==> src/rtl/riscv_ctrl_pkg.sv <==
// rtl/riscv_ctrl_pkg.sv - shared types and constants for the pipeline hazard controller
package riscv_ctrl_pkg;

    typedef enum logic [1:0] {
        RUN   = 2'd0,
        STALL = 2'd1,
        HALT  = 2'd2,
        STEP  = 2'd3
    } ctrl_state_t;

    localparam logic [1:0]  FWD_RF    = 2'b00;
    localparam logic [1:0]  FWD_EXMEM = 2'b10;
    localparam logic [1:0]  FWD_MEMWB = 2'b01;
    localparam logic [31:0] NOP_INSN  = 32'h0000_0013;

    // Longest RAW stall without forwarding: producer in EX, MEM, then WB.
    localparam logic [1:0]  STALL_MAX = 2'd3;

    // x0 is hard-wired to zero, so a write to it never produces a dependency.
    function automatic logic src_match(input logic       use_src,
                                       input logic [4:0] src,
                                       input logic [4:0] rd,
                                       input logic       regwr);
        return use_src && regwr && (rd == src) && (rd != 5'd0);
    endfunction

endpackage

==> src/rtl/hazard_match.sv <==
// rtl/hazard_match.sv - per-source register match flags against ID/EX, EX/MEM and MEM/WB
// Inputs : ID sources and use bits, destination/write-enable of each later stage.
// Outputs: <stage>_match_a (rs1) and <stage>_match_b (rs2) for ex, mem, wb.
module hazard_match
    import riscv_ctrl_pkg::*;
(
    input  logic [4:0] id_rs1,
    input  logic [4:0] id_rs2,
    input  logic       id_use_rs1,
    input  logic       id_use_rs2,
    input  logic [4:0] ex_rd,
    input  logic       ex_regwr,
    input  logic [4:0] mem_rd,
    input  logic       mem_regwr,
    input  logic [4:0] wb_rd,
    input  logic       wb_regwr,
    output logic       ex_match_a,
    output logic       ex_match_b,
    output logic       mem_match_a,
    output logic       mem_match_b,
    output logic       wb_match_a,
    output logic       wb_match_b
);

    assign ex_match_a  = src_match(id_use_rs1, id_rs1, ex_rd,  ex_regwr);
    assign ex_match_b  = src_match(id_use_rs2, id_rs2, ex_rd,  ex_regwr);
    assign mem_match_a = src_match(id_use_rs1, id_rs1, mem_rd, mem_regwr);
    assign mem_match_b = src_match(id_use_rs2, id_rs2, mem_rd, mem_regwr);
    assign wb_match_a  = src_match(id_use_rs1, id_rs1, wb_rd,  wb_regwr);
    assign wb_match_b  = src_match(id_use_rs2, id_rs2, wb_rd,  wb_regwr);

endmodule

==> src/rtl/pipe_hazard_ctrl.sv <==
// rtl/pipe_hazard_ctrl.sv - 5-stage pipeline stall/flush/forward sequencer with debug halt/step
// Inputs : clk, rst (sync, active-high), ID sources, stage rd/regwr, ex_memrd,
//          br_taken, halt_req (level), step (pulse).
// Outputs: pc_en, if_id_en, pipe_en, if_id_flush, id_ex_flush, ex_mem_flush,
//          fwd_a, fwd_b, halted, stall_cnt, flush_cnt.
module pipe_hazard_ctrl
    import riscv_ctrl_pkg::*;
#(
    parameter bit FWD_EN    = 1'b1,
    parameter bit RF_BYPASS = 1'b1,
    parameter int CNT_W     = 32
) (
    input  logic             clk,
    input  logic             rst,
    input  logic [4:0]       id_rs1,
    input  logic [4:0]       id_rs2,
    input  logic             id_use_rs1,
    input  logic             id_use_rs2,
    input  logic [4:0]       ex_rd,
    input  logic             ex_regwr,
    input  logic             ex_memrd,
    input  logic [4:0]       mem_rd,
    input  logic             mem_regwr,
    input  logic [4:0]       wb_rd,
    input  logic             wb_regwr,
    input  logic             br_taken,
    input  logic             halt_req,
    input  logic             step,
    output logic             pc_en,
    output logic             if_id_en,
    output logic             pipe_en,
    output logic             if_id_flush,
    output logic             id_ex_flush,
    output logic             ex_mem_flush,
    output logic [1:0]       fwd_a,
    output logic [1:0]       fwd_b,
    output logic             halted,
    output logic [CNT_W-1:0] stall_cnt,
    output logic [CNT_W-1:0] flush_cnt
);

    logic ex_match_a, ex_match_b, mem_match_a, mem_match_b, wb_match_a, wb_match_b;

    hazard_match u_match (
        .id_rs1      (id_rs1),
        .id_rs2      (id_rs2),
        .id_use_rs1  (id_use_rs1),
        .id_use_rs2  (id_use_rs2),
        .ex_rd       (ex_rd),
        .ex_regwr    (ex_regwr),
        .mem_rd      (mem_rd),
        .mem_regwr   (mem_regwr),
        .wb_rd       (wb_rd),
        .wb_regwr    (wb_regwr),
        .ex_match_a  (ex_match_a),
        .ex_match_b  (ex_match_b),
        .mem_match_a (mem_match_a),
        .mem_match_b (mem_match_b),
        .wb_match_a  (wb_match_a),
        .wb_match_b  (wb_match_b)
    );

    ctrl_state_t      state_q, state_d, ret_state;
    logic [1:0]       stall_len_q, stall_len_d;
    logic             from_step_q, from_step_d;
    logic             post_rst_q;
    logic [CNT_W-1:0] stall_cnt_q, flush_cnt_q;
    logic             hazard, stall_active, flush_active;
    logic [1:0]       fwd_a_calc, fwd_b_calc;

    // With forwarding only a load in EX cannot be bypassed in time. Without
    // it every in-flight producer blocks, except one already in WB when the
    // register file passes its write straight through to the read port.
    always_comb begin
        if (FWD_EN) begin
            hazard = (ex_match_a || ex_match_b) && ex_memrd;
        end else begin
            hazard = ex_match_a || ex_match_b || mem_match_a || mem_match_b ||
                     (!RF_BYPASS && (wb_match_a || wb_match_b));
        end
    end

    // The younger producer (EX/MEM) holds the newest value, so it wins.
    always_comb begin
        fwd_a_calc = FWD_RF;
        fwd_b_calc = FWD_RF;
        if (FWD_EN) begin
            if (mem_match_a)                   fwd_a_calc = FWD_EXMEM;
            else if (wb_match_a && !RF_BYPASS) fwd_a_calc = FWD_MEMWB;
            if (mem_match_b)                   fwd_b_calc = FWD_EXMEM;
            else if (wb_match_b && !RF_BYPASS) fwd_b_calc = FWD_MEMWB;
        end
    end

    always_comb begin
        state_d      = state_q;
        stall_len_d  = stall_len_q;
        from_step_d  = from_step_q;
        pc_en        = 1'b0;
        if_id_en     = 1'b0;
        pipe_en      = 1'b0;
        if_id_flush  = 1'b0;
        id_ex_flush  = 1'b0;
        ex_mem_flush = 1'b0;
        fwd_a        = fwd_a_calc;
        fwd_b        = fwd_b_calc;
        halted       = 1'b0;
        stall_active = 1'b0;
        flush_active = 1'b0;
        // A stall entered from a single step goes back to the debugger.
        ret_state    = (from_step_q && halt_req) ? HALT : RUN;

        if (rst || post_rst_q) begin
            // Hold the pipe in bubbles for one extra cycle so every register
            // is cleared to a NOP before the first fetch.
            if_id_flush  = 1'b1;
            id_ex_flush  = 1'b1;
            ex_mem_flush = 1'b1;
            fwd_a        = FWD_RF;
            fwd_b        = FWD_RF;
        end else if (state_q == HALT) begin
            halted = 1'b1;
            if (step)           state_d = STEP;
            else if (!halt_req) state_d = RUN;
        end else begin
            if (br_taken) begin
                pc_en        = 1'b1;
                if_id_en     = 1'b1;
                pipe_en      = 1'b1;
                if_id_flush  = 1'b1;
                id_ex_flush  = 1'b1;
                ex_mem_flush = 1'b1;
                flush_active = 1'b1;
            end else if (hazard) begin
                pipe_en      = 1'b1;
                id_ex_flush  = 1'b1;
                stall_active = 1'b1;
            end else begin
                pc_en    = 1'b1;
                if_id_en = 1'b1;
                pipe_en  = 1'b1;
            end

            case (state_q)
                RUN: begin
                    if (!br_taken && hazard) begin
                        state_d     = STALL;
                        stall_len_d = 2'd1;
                        from_step_d = 1'b0;
                    end else if (!br_taken && halt_req) begin
                        state_d = HALT;
                    end
                end
                STEP: begin
                    if (!br_taken && hazard) begin
                        state_d     = STALL;
                        stall_len_d = 2'd1;
                        from_step_d = 1'b1;
                    end else begin
                        state_d = halt_req ? HALT : RUN;
                    end
                end
                STALL: begin
                    if (!br_taken && !FWD_EN && hazard && stall_len_q != STALL_MAX) begin
                        stall_len_d = stall_len_q + 2'd1;
                    end else begin
                        state_d = ret_state;
                    end
                end
                default: state_d = RUN;
            endcase
        end
    end

    always_ff @(posedge clk) begin
        if (rst) begin
            state_q     <= RUN;
            stall_len_q <= 2'd0;
            from_step_q <= 1'b0;
            post_rst_q  <= 1'b1;
            stall_cnt_q <= '0;
            flush_cnt_q <= '0;
        end else begin
            state_q     <= state_d;
            stall_len_q <= stall_len_d;
            from_step_q <= from_step_d;
            post_rst_q  <= 1'b0;
            if (stall_active && stall_cnt_q != '1) stall_cnt_q <= stall_cnt_q + CNT_W'(1);
            if (flush_active && flush_cnt_q != '1) flush_cnt_q <= flush_cnt_q + CNT_W'(1);
        end
    end

    assign stall_cnt = rst ? '0 : stall_cnt_q;
    assign flush_cnt = rst ? '0 : flush_cnt_q;

endmodule

==> config.mk <==
export PLATFORM = sky130hd
export DESIGN_NAME = pipe_hazard_ctrl
export DESIGN_NICKNAME = d
export VERILOG_FILES = /design/src/rtl/riscv_ctrl_pkg.sv /design/src/rtl/hazard_match.sv /design/src/rtl/pipe_hazard_ctrl.sv
export SDC_FILE = /design/constraint.sdc
export NUM_CORES = 1
export LEC_CHECK = 0
export BUFFER_PORTS_ARGS = -buffer_cell sky130_fd_sc_hd__buf_4
export CAP_MARGIN = 0
export CORE_ASPECT_RATIO = 2
export CORE_MARGIN = 5
export CORE_UTILIZATION = 30
export DETAILED_ROUTE_END_ITERATION = 6
export HOLD_SLACK_MARGIN = 0.1
export SYNTH_ARGS = -nofsm -noshare
export SYNTH_HDL_FRONTEND = slang
export SYNTH_SLANG_ARGS = --single-unit
==> constraint.sdc <==
create_clock -name clk -period 3.7 [get_ports clk]
set_clock_uncertainty 0.1 [all_clocks]
set_input_delay 0.37 -clock clk [delete_from_list [all_inputs] [get_ports clk]]
set_output_delay 0.37 -clock clk [all_outputs]
set_load 0.03 [all_outputs]
After elaboration in Yosys (flattened, before gate mapping)
Cells that the tools add are included.

word-level totals
  flip-flop bits (word level) = 68
  input bits = 36
  output and inout port bits = 75
  word-level logic and storage cells = 87

cells by class
  add/sub/neg operators = 2
  eq/ne operators = 13
  mux-type cells = 38
  bitwise logic cells = 2
  reductions and logical operators = 27

operators with widths
  kind                                                              count
  32-bit by 1-bit adder with 32-bit output (second input constant)  2
  32-bit 2-to-1 mux                                                 2
  32-bit != test (second input constant)                            2
  2-bit 2-to-1 mux                                                  12
  1-bit 2-to-1 mux                                                  22
  5-bit == test                                                     4
  1-bit logical AND                                                 18
  5-bit nonzero test                                                2
  2-bit one-hot mux with 3 select lines                             1
  5-bit AND reduction                                               1
  2-bit == test (second input constant)                             2
  2-bit != test (second input constant)                             2
  4-bit != test (second input constant)                             1
  3-bit != test (second input constant)                             1
  3-bit AND reduction                                               1
  2-bit by 1-bit == test with 1-bit output (second input constant)  1
  2-bit zero test                                                   1
  1-bit logical OR                                                  2
  1-bit inverter                                                    2
  1-bit one-hot mux with 2 select lines                             1
  2-bit nonzero test                                                1
  1-bit zero test                                                   1

Longest topological paths before layout
  depth in word-level cells = 10
  gate-level depth with buffers = 8
  gate-level depth less buffers = 7

Cells and area by module
Synthesis repeated with hierarchy kept, for this count alone.

second synthesis, totals
  cells, all modules = 539
  area, all modules = 4321.6 um2

modules (own cells, without submodules)
  module            instances  cells an instance  area each (um2)  sequential area each (um2)
  pipe_hazard_ctrl  1          485                3908.7           1361.3
  hazard_match      1          54                 412.9            0.0

Least setup slack after synthesis
No wires, ideal clock.

  path type = input to output
  start point = in ex_rd[1]
  end point = out pc_en
  arrival = 2.039 ns
  setup slack = 1.191 ns
  cell stages on the path = 5
  buffers on the path = 1
  cells stage by stage = or4_1 > o21ai_0 > nor2_1 > nor2_1 > buf_4

between the ends
  longest elaborated chain between the ends = 9

RTL lines
  element                           line                    source
  start, declared                   pipe_hazard_ctrl.sv:19  input logic [4:0] ex_rd,
  5-bit == test                     riscv_ctrl_pkg.sv:24    return use_src && regwr && (rd == src) && (rd != 5'd0);
  1-bit logical AND (2 in series)   riscv_ctrl_pkg.sv:24
  1-bit logical OR *                n/a
  1-bit logical AND *               pipe_hazard_ctrl.sv:76  hazard = (ex_match_a || ex_match_b) && ex_memrd;
  1-bit 2-to-1 mux * (4 in series)  n/a
  end, declared                     pipe_hazard_ctrl.sv:29  output logic pc_en,

Every way passes the cells marked *; elsewhere a longest branch is shown, timed or not.

Worst setup path in the final report
  start point = reg state_q[0]
  end point = reg stall_cnt_q[16]

between the ends
  longest elaborated chain between the ends = 4

RTL lines
  element                 line                     source
  start, declared         pipe_hazard_ctrl.sv:63   ctrl_state_t state_q, state_d, ret_state;
  start signal, assigned  pipe_hazard_ctrl.sv:184  state_q <= state_d;
  2-bit == test           pipe_hazard_ctrl.sv:121  end else if (state_q == HALT) begin
  1-bit 2-to-1 mux        pipe_hazard_ctrl.sv:121
  1-bit 2-to-1 mux        pipe_hazard_ctrl.sv:113  if (rst || post_rst_q) begin
  1-bit logical AND       pipe_hazard_ctrl.sv:188  if (stall_active && stall_cnt_q != '1) stall_cnt_q <= stall_cnt_q + CNT_W'(1);
  end signal, assigned    pipe_hazard_ctrl.sv:188
  end, declared           pipe_hazard_ctrl.sv:67   logic [CNT_W-1:0] stall_cnt_q, flush_cnt_q;

No other way between the ends.
A chain may end at the register's enable or synchronous reset.

==> flow_metrics.tcl <==
set metrics [dict create \
    status "finished, final reports clean" \
    rsz0062_at_grt "no" \
    worstMarginPinSlew_ns 0.817 \
    setup_viol 0 \
    antenna_found_initial 0 \
    dieArea_mm2 0.0161 \
    grt_pass1_wl_mm 18.6 \
    cts_setup_buffers 0 \
    initial_core_util 0.303 \
    fin_cells 762 \
    dp.cells 746 \
    worstPathArrival_ns 2.78 \
    powerDensity_mw_per_mm2 324 \
    first_global_vias 4016 \
    drive_above_1_share 0.249 \
    synth_edf_count 0 \
    die_x_um 92.2 \
    wl_mm 11.4 \
    drc_errors 0 \
    clockRootBuffer "clkbuf_16" \
    irDropWorstVdd_mv 0.276 \
    first_iter_violations 128 \
    rows 60 \
    cts_tree "done" \
    fin_crit_ns 2.67 \
    worst_setup_path_start_kind "flop" \
    numPortBuffers 102 \
    critPathCaptureType "flop" \
    htree_levels 3 \
    wire_per_inst_um 15.0 \
    area_growth_pct 29.0 \
    synth_ff_type "dfxtp_1" \
    final_common_cell "buf_4" \
    cp.required_ns 3.81 \
    numCtsBuffers 9 \
    synth_cell_types 48 \
    num_vias 3856 \
    synthCells 506 \
    fmax_mhz 375 \
    firstDrtPassIters 4 \
    synth_area_per_cell_um2 8.01 \
    crit_path_max_fanout 9 \
    dp_hpwl_mm 8.94 \
    critPathKind "reg -> reg" \
    cts.sinks 68 \
    final_cell_mix "buf_4 (105), nor2_1 (71), dfxtp_1 (68)" \
    place_area_mm2 0.00494 \
    worstSkewPairLatency_ns 0.32 \
    cts_resized 0 \
    core_area_mm2 0.0134 \
    ys_ff_latch 68 \
    finalCritPeriodShare 0.721 \
    fin_nets 640 \
    netlist_area_mm2 0.00405 \
    synth_warnings 0 \
    async_reset_ff_frac 0 \
    cts_max_path_buffers 2 \
    fp.dieH_um 174 \
    final_area_mm2 0.00523 \
    grt_max_degree 76 \
    final_hold_viol_count 0 \
    antennaDiodeCount 0 \
    yosysSeqAreaShare 0.336 \
    maxSlewHeadroom 0.451 \
    hold_class "in -> reg" \
    cap_violations 0 \
    cellLeakagePower_nw 2.05 \
    hold_buffers 0 \
    routed_via_density 5.06 \
    overflow 0 \
    grtUsageTotal 0.142 \
    ant_nets 0 \
    place.gp.congestion 0.874 \
    path_clk_slew_ns 0.06 \
    finalPower_mw 1.69 \
    io_pins 111 \
    setup-tns-final_ns 0 \
    slew_viol_final 0 \
]
-- synthesized netlist by cell type, drive strengths merged (2+ instances only) --
cell type,number,area [um^2]
nand3,27,135
and4,5,43.8
dfxtp,68,1360
nor3,20,105
xor2,21,184
clkbuf,11,41.3
nand2,44,165
nor2b,59,369
o211ai,2,15.0
or4,12,90.1
nor4,5,58.8
nand4b,2,17.5
nor2,72,273
nand4,31,194
and2,2,12.5
o21ai,11,55.1
a21oi,3,15.0
nor3b,3,22.5
o31ai,2,15.0
buf,10,56.3
xnor2,28,245
mux2,27,304
inv,14,52.6
and3,9,56.3
ha,2,25.0
a31oi,2,12.5
-- flip-flops by register name, summed over array words and instances, names as in the netlist --
signal,cells
flush_cnt_q,32
stall_cnt_q,32
state_q,2
from_step_q,1
post_rst_q,1
-- area by class of cell --
class	count	area [um^2]
tap	155	194
fill	1412	8140
timing repair buffer	105	788
clock inverter	5	52.6
sequential	68	1360
multi-input combinational	404	2540
clock buffer	11	233
inverter	14	52.6
-- final timing paths --
kind                                 start                           end  slack [ns]  cells past startpoint
setup / recovery   state_q[0]$_SDFFE_PP0P_  stall_cnt_q[16]$_SDFFE_PP0P_        1.03                      6
hold reg to reg   from_step_q$_SDFFE_PP0P_      from_step_q$_SDFFE_PP0P_        0.43                      2
setup reg to reg   state_q[0]$_SDFFE_PP0P_  stall_cnt_q[16]$_SDFFE_PP0P_        1.03                      6
hold / removal                    halt_req       state_q[1]$_SDFFE_PP0P_        0.24                      3
-- layer usage --
layer | global-route usage | wire length [um] | vias to the layer above | part of all wire
li1 | - | - | 1942 | -
met1 | 0.134 | 4090 | 1792 | 0.36
met2 | 0.277 | 6370 | 93 | 0.56
met3 | 0.0338 | 484 | 29 | 0.042
met4 | 0.0682 | 449 | 0 | 0.039
met5 | 0 | 0 | - | 0
-- report_power, final --
group          total, mW  switching, mW  internal [mW]
clock network      0.828          0.310          0.518
logic              0.125         0.0726         0.0519
registers          0.738        0.00359          0.735
-- cell families after synthesis --
family	count (synthesis)	synth area share
simple gates	295	0.388
flops	68	0.336
xor+xnor	49	0.106
buf+inv	35	0.0371
compound gates	28	0.0488
mux	28	0.0775
fa+ha+maj	2	0.00618
other cells	1	0.000926
-- critical path, stage by stage, from the launching register on --
cell and delay, ns:
dfxtp_1 0.45, nand2b_1 0.35, nand2_1 0.20, or2_1 0.33
a2111oi_4 0.63, nand3_1 0.15, mux2_1 0.33
-- metrics by stage --
stage,hold slack (ns),utilization,setup slack [ns]
floorplan,0.298,-,1.19
global placement,0.389,0.370,0.918
detailed placement,0.405,0.370,0.886
CTS,0.232,0.391,1.04
global route,0.238,0.391,0.755
finish,0.245,0.391,1.03
(Power assumes the default switching activity.)
